`config.mk`:
```
export PLATFORM = sky130hd
export DESIGN_NAME = fpu_int_normalise
export DESIGN_NICKNAME = d
export VERILOG_FILES = /design/src/rtl/fpu_norm_pkg.sv /design/src/rtl/fpu_lzc.sv /design/src/rtl/fpu_int_normalise.sv
export SDC_FILE = /design/constraint.sdc
export NUM_CORES = 1
export LEC_CHECK = 0
export BUFFER_PORTS_ARGS = -buffer_cell sky130_fd_sc_hd__buf_2
export CORE_ASPECT_RATIO = 1.1
export CORE_MARGIN = 8
export CORE_UTILIZATION = 59
export DETAILED_ROUTE_END_ITERATION = 10
export PLACE_DENSITY = 0.84
export SKIP_LAST_GASP = 1
export SLEW_MARGIN = 15
export SYNTH_ARGS = -nofsm -noshare
export SYNTH_HDL_FRONTEND = slang
export SYNTH_SLANG_ARGS = --single-unit
```
`constraint.sdc`:
```
create_clock -name clk -period 4.2 [get_ports clk]
set_input_delay 0.42 -clock clk [delete_from_list [all_inputs] [get_ports clk]]
set_output_delay 0.42 -clock clk [all_outputs]
set_load 0.1 [all_outputs]
```
`src/rtl/fpu_norm_pkg.sv`:
```
// Shared types and helpers for the integer-to-float normalisation front end.
package fpu_norm_pkg;

    localparam int unsigned MaxWidth = 64;

    function automatic int unsigned lzc_w(int unsigned width);
        return $clog2(width + 1);
    endfunction

    localparam int unsigned MaxLzcW = lzc_w(MaxWidth);

    // Sized for the widest build; narrower builds use the low bits of lzc/mant.
    typedef struct packed {
        logic                sign;
        logic                zero;
        logic [MaxLzcW-1:0]  lzc;
        logic [MaxWidth-1:0] mant;
        logic                guard;
        logic                sticky;
    } norm_res_t;

endpackage

```
`src/rtl/fpu_lzc.sv`:
```
// Combinational leading-zero counter; an all-zero input returns WIDTH.
module fpu_lzc
    import fpu_norm_pkg::*;
#(
    parameter int unsigned WIDTH = 64
) (
    input  logic [WIDTH-1:0]        data_i,
    output logic [lzc_w(WIDTH)-1:0] cnt_o
);

    localparam int unsigned LzcW = lzc_w(WIDTH);

    // Ascending scan: the highest set bit is the last to write the count.
    always_comb begin
        cnt_o = LzcW'(WIDTH);
        for (int unsigned i = 0; i < WIDTH; i++) begin
            if (data_i[i]) begin
                cnt_o = LzcW'(WIDTH - 1 - i);
            end
        end
    end

endmodule

```
`src/rtl/fpu_int_normalise.sv`:
```
// Two-stage integer-to-float normalisation front end (sign/magnitude, then LZC/shift).
// Define FPU_NORM_STICKY_EN to build the guard/sticky outputs; otherwise they read 0.
module fpu_int_normalise
    import fpu_norm_pkg::*;
#(
    parameter int unsigned WIDTH  = 64,
    parameter int unsigned MANT_W = 53
) (
    input  logic                    clk,
    input  logic                    rst,
    input  logic                    flush,
    input  logic                    in_valid,
    output logic                    in_ready,
    input  logic [WIDTH-1:0]        in_data,
    input  logic                    in_signed,
    input  logic                    in_word32,
    output logic                    out_valid,
    input  logic                    out_ready,
    output logic                    out_sign,
    output logic                    out_zero,
    output logic [lzc_w(WIDTH)-1:0] out_lzc,
    output logic [MANT_W-1:0]       out_mant,
    output logic                    out_guard,
    output logic                    out_sticky
);

    localparam int unsigned LzcW = lzc_w(WIDTH);

    if (!(WIDTH == 32 || WIDTH == 64)) begin : g_bad_width
        $error("fpu_int_normalise: WIDTH must be 32 or 64");
    end
    if (MANT_W < 2 || MANT_W > WIDTH - 2) begin : g_bad_mant
        $error("fpu_int_normalise: MANT_W must lie in 2..WIDTH-2");
    end

    logic [WIDTH-1:0] opnd;

    if (WIDTH > 32) begin : g_ext
        assign opnd = in_word32 ? {{(WIDTH-32){in_signed & in_data[31]}}, in_data[31:0]}
                                : in_data;
    end else begin : g_noext
        logic unused_word32;
        assign opnd          = in_data;
        assign unused_word32 = in_word32;
    end

    logic             s1_valid_q, s1_valid_d;
    logic             s1_sign_q, s1_sign_d;
    logic [WIDTH-1:0] s1_mag_q, s1_mag_d;
    logic             s2_valid_q, s2_valid_d;
    norm_res_t        s2_q, s2_d;

    logic s2_en, in_fire, s2_load;

    assign s2_en    = !s2_valid_q || out_ready;
    assign in_ready = !flush && (!s1_valid_q || s2_en);
    assign in_fire  = in_valid && in_ready;
    assign s2_load  = !flush && s2_en && s1_valid_q;

    always_comb begin
        s1_sign_d = s1_sign_q;
        s1_mag_d  = s1_mag_q;
        if (in_fire) begin
            s1_sign_d = in_signed & opnd[WIDTH-1];
            s1_mag_d  = s1_sign_d ? ('0 - opnd) : opnd;
        end
    end

    always_comb begin
        s1_valid_d = 1'b0;
        s2_valid_d = 1'b0;
        if (!flush) begin
            s1_valid_d = in_fire || (s1_valid_q && !s2_en);
            s2_valid_d = s2_en ? s1_valid_q : s2_valid_q;
        end
    end

    logic [LzcW-1:0]  lzc;
    logic [WIDTH-1:0] norm;

    fpu_lzc #(
        .WIDTH(WIDTH)
    ) u_lzc (
        .data_i(s1_mag_q),
        .cnt_o (lzc)
    );

    // A zero magnitude has lzc == WIDTH, which shifts everything out.
    assign norm = s1_mag_q << lzc;

    always_comb begin
        s2_d = s2_q;
        if (s2_load) begin
            s2_d                  = '0;
            s2_d.sign             = s1_sign_q;
            s2_d.zero             = (s1_mag_q == '0);
            s2_d.lzc[LzcW-1:0]    = lzc;
            s2_d.mant[MANT_W-1:0] = norm[WIDTH-1 -: MANT_W];
`ifdef FPU_NORM_STICKY_EN
            s2_d.guard            = norm[WIDTH-MANT_W-1];
            s2_d.sticky           = |norm[WIDTH-MANT_W-2:0];
`endif
        end
    end

`ifndef FPU_NORM_STICKY_EN
    logic unused_norm;
    assign unused_norm = ^norm[WIDTH-MANT_W-1:0];
`endif

    always_ff @(posedge clk or posedge rst) begin
        if (rst) begin
            s1_valid_q <= 1'b0;
            s1_sign_q  <= 1'b0;
            s1_mag_q   <= '0;
            s2_valid_q <= 1'b0;
            s2_q       <= '0;
        end else begin
            s1_valid_q <= s1_valid_d;
            s1_sign_q  <= s1_sign_d;
            s1_mag_q   <= s1_mag_d;
            s2_valid_q <= s2_valid_d;
            s2_q       <= s2_d;
        end
    end

    logic unused_s2;
    assign unused_s2 = ^{s2_q.lzc, s2_q.mant};

    assign out_valid  = s2_valid_q;
    assign out_sign   = s2_q.sign;
    assign out_zero   = s2_q.zero;
    assign out_lzc    = s2_q.lzc[LzcW-1:0];
    assign out_mant   = s2_q.mant[MANT_W-1:0];
    assign out_guard  = s2_q.guard;
    assign out_sticky = s2_q.sticky;

endmodule
```
==> metrics.log <==
INFO  metric result_of_the_run = finished clean
INFO  metric portBuffers = 134
INFO  metric most-common-layout-cells = sky130_fd_sc_hd__nand2_1, sky130_fd_sc_hd__o21ai_0, sky130_fd_sc_hd__buf_2
INFO  metric p_seq_share = 20.6%
INFO  metric cts_tree = done
INFO  metric worst-r2r-setup-slack = 0.1 ns
INFO  metric h-tree-depth = 4
INFO  metric syn_area_per_cell = 7.808 µm²
INFO  metric critical_path.reg2reg.endpoint = out_mant[47]
INFO  metric number_of_violations_reported_at_the_end_of_detailed_routing_iteration_0 = 1837
INFO  metric report.power.total = 9876 µW
INFO  metric count_of_mapped_cells_out_of_synthesis = 1563
INFO  metric floorplan.die.width = 153.1 µm
INFO  metric worst_clock_skew = 0.009017 ns
INFO  metric die_area = 0.02555 mm²
INFO  metric netSwitchingFraction = 56.75%
INFO  metric first_global_vias = 12940
INFO  metric clock_insertion_delay_worst_skew = 0.44 ns
INFO  metric global_route_congestion_overflow_total = 0
INFO  metric critical_path.max_stage_delay = 0.49 ns
INFO  metric antenna_found_initial = 1
INFO  metric crit-reg2reg-launch = s1_mag_q[13]
INFO  metric fillers = 1751
INFO  metric detail_route.vias_per_cell = 7.069
INFO  metric timing.final.max_slew_violations = 0
INFO  metric dieHeight = 166.8 µm
INFO  metric critical_path_arrival = 4.42 ns
INFO  metric power_per_cell_area = 702.7 mW/mm²
INFO  metric post_cts.repair.setup_buffers = 0
INFO  metric synth_flop_cell = sky130_fd_sc_hd__dfrtp_1
INFO  metric worst-endpoint-required = 4.52 ns
INFO  metric p_int = 4272 µW
INFO  metric yosys_register_bits = 129
INFO  metric finalHoldViolCount = 0
INFO  metric ios = 137
INFO  metric cellLeakagePower = 0.005932 µW
INFO  metric final.setup.tns = 0 ns
INFO  metric place_congestion = 1.056
INFO  metric first_pass_iters = 8
INFO  metric vdd.ir_drop.worst = 307.7 µV
INFO  metric overall_track_demand_over_capacity_in_global_routing = 36.96%
INFO  metric wl_per_cell = 24.53 µm
INFO  metric dr_total_vias = 13760
INFO  metric tritoncts.num_buffers = 17
INFO  metric number_of_drc_violations_after_detailed_routing = 0
INFO  metric min-delay-path-class = in -> async
INFO  metric yosys_top_cell_by_area = sky130_fd_sc_hd__dfrtp_1
INFO  metric reg2reg_depth = 13
INFO  metric clk_transition_reported_paths = 0.06 ns
INFO  metric floorplan.initialDensity = 59.71%
INFO  metric timing.critical_path.from_type = flip-flop
INFO  metric mappedNetlistArea = 0.01220 mm²
INFO  metric grt_first_pass_wirelength = 74910 µm
INFO  metric clk_path_buf_depth = 2
INFO  metric postSynth.asyncResetShare = 100.0%
INFO  metric num_antenna_cells = 0
INFO  metric synth_enable_flop_cells = 0
INFO  metric crit_chain = or3_1 > a221o_1 > a31oi_1 > o311a_1 > o221ai_4 > buf_12 > buf_4 > mux4_2 > nor2_1 > a31oi_1 > buf_4 > a21oi_1 > o31ai_1
INFO  metric most_common_library_cell_in_the_layout_ignoring_fill_and_taps = sky130_fd_sc_hd__nand2_1
INFO  metric cts_num_sinks = 129
INFO  metric worst-path-max-fanout = 29
INFO  metric clock_power_share = 14.8%
INFO  metric period_share = 97.64%
INFO  metric rsz0062_at_grt = no
INFO  metric maxCapViolations = 0
INFO  metric p_comb_share = 64.5%
INFO  metric grt_max_degree = 115
INFO  metric hold_ws = 0.08805 ns
INFO  metric timing.final.ws_setup = 0.09908 ns
INFO  metric area_growth_syn_to_layout = 15.15%
INFO  metric fp-row-count = 55
INFO  metric tightestPinTransition = 0.9629 ns
INFO  metric critPathKind = reg -> reg
INFO  metric critical-path-slowest-cell = sky130_fd_sc_hd__dfrtp_1
INFO  metric netlist.area_leader.share = 26.45%
INFO  metric max_freq = 0.2438 GHz
INFO  metric core_area = 0.02044 mm²
INFO  metric nature_of_the_critical_path_endpoint = flip-flop
INFO  metric synth.yosys.seq_area_share = 26.45%
INFO  metric unique_cell_type_count_in_the_yosys_netlist = 90
INFO  metric cts-root-buf = sky130_fd_sc_hd__clkbuf_16
INFO  metric post_route_cells_drive_above_1_share = 21.83%
INFO  metric yosys-top-cells-area = sky130_fd_sc_hd__dfrtp_1, sky130_fd_sc_hd__mux4_2, sky130_fd_sc_hd__nand2_1
INFO  metric synthesis.yosys.warnings = 0
INFO  metric detailedPlacementHpwl = 35890 µm
INFO  metric drt.antenna.violating_nets = 0
INFO  metric routed_wirelength = 47730 µm
INFO  metric final.min_clock_period = 4.101 ns
INFO  metric final_nets = 1749
INFO  metric timing.final.setup_violations = 0
INFO  metric switchingPower = 5604 µW
INFO  metric max_slew_margin = 35.81%
INFO  metric dpl_worst_slack = 0.3167 ns
-- cells by family (layout without fill, tap and decap cells) --
group | Yosys count | in the layout | share of synthesized area, %
mux | 104 | 104 | 12.56
flops | 129 | 129 | 26.45
xor+xnor | 53 | 53 | 3.804
other cells | 1 | 2 | 0.03073
buf+inv | 192 | 318 | 6.930
simple gates | 540 | 540 | 20.47
compound gates | 543 | 543 | 29.65
fa+ha+maj | 1 | 1 | 0.1025
-- worst max-delay path: cells and delay by family (launching register included) --
kind            cells  cell delay [ns]
simple gates        2             0.44
compound gates      7             2.00
mux                 1             0.37
buf+inv             3             0.68
flops               1             0.49
-- stage by stage --
stage	instance area (µm²)	std cells	utilization [%]
floorplan	12210	1564	-
global placement	13470	1914	65.92
detailed placement	13470	1914	65.92
CTS	14040	1946	68.72
global route	14050	1946	68.76
finish	14050	1946	68.76
-- flip-flops by register name, indices dropped and copies added (netlist names) --
| signal | cells |
|---|---|
| out_mant | 53 |
| s1_mag_q | 64 |
| out_sign | 1 |
| out_lzc | 7 |
| out_zero | 1 |
| s1_valid_q | 1 |
| s1_sign_q | 1 |
| out_valid | 1 |
-- repair_timing --
item / CTS / global route
hold buffers: 0 / 0
hold endpoints to repair: 0 / 0
gates resized for setup: 0 / 1
setup endpoints to repair: 0 / 1
-- how the worst max path moves through the flow --
stage                 start           end  slack (ns)  cells past startpoint
3_3_place_gp   s1_mag_q[11]  out_mant[51]        0.34                     10
3_5_place_dp   s1_mag_q[11]  out_mant[51]        0.32                     10
5_1_grt        s1_mag_q[11]  out_mant[27]       0.005                     11
6_report       s1_mag_q[13]  out_mant[47]         0.1                     13
4_1_cts        s1_mag_q[11]  out_mant[51]        0.27                     10
2_1_floorplan           rst    out_lzc[0]        0.34                      1
-- Yosys cell counts (19+ instances only) --
library cell	number
sky130_fd_sc_hd__a21oi_1	120
sky130_fd_sc_hd__nor3_1	38
sky130_fd_sc_hd__a221oi_1	19
sky130_fd_sc_hd__xor2_1	28
sky130_fd_sc_hd__nand2_1	211
sky130_fd_sc_hd__a31oi_1	27
sky130_fd_sc_hd__mux2i_1	53
sky130_fd_sc_hd__xnor2_1	25
sky130_fd_sc_hd__dfrtp_1	129
sky130_fd_sc_hd__a211oi_1	20
sky130_fd_sc_hd__nand3_1	54
sky130_fd_sc_hd__a22oi_1	22
sky130_fd_sc_hd__mux4_2	37
sky130_fd_sc_hd__inv_1	38
sky130_fd_sc_hd__nor4_1	26
sky130_fd_sc_hd__o211ai_1	38
sky130_fd_sc_hd__o21ai_0	141
sky130_fd_sc_hd__buf_2	41
sky130_fd_sc_hd__nor2_1	129
sky130_fd_sc_hd__clkbuf_1	90
-- routing by layer --
layer / part of all wire (%) / vias up / track usage (%) / wire, µm
met4: 6.8 / 0 / 23.26 / 3225
met5: 0 / - / 0 / 0
met1: 38 / 6479 / 46.55 / 18130
li1: - / 6106 / - / -
met3: 11 / 185 / 8.128 / 5083
met2: 45 / 987 / 56.82 / 21300
-- power groups by stage --
stage / combinational, µW / clock, µW / sequential [µW]
2_1_floorplan: 2930 / 0 / 3570
3_3_place_gp: 6160 / 0 / 2000
3_5_place_dp: 6190 / 0 / 2030
4_1_cts: 6210 / 1460 / 2010
5_1_grt: 6670 / 1520 / 2070
6_report: 6370 / 1460 / 2040
-- area by class of cell --
cell class	count	area (µm²)	area share, %
flip-flops and latches	129	3228	22.97
clock inverters	14	132.6	0.9437
multi-input cells	1243	8190	58.28
well taps	256	320.3	2.279
clock buffers	18	439.2	3.125
inverters	39	148.9	1.059
repair buffers	247	1594	11.34
Note: power is estimated with default switching activity, not from simulation.
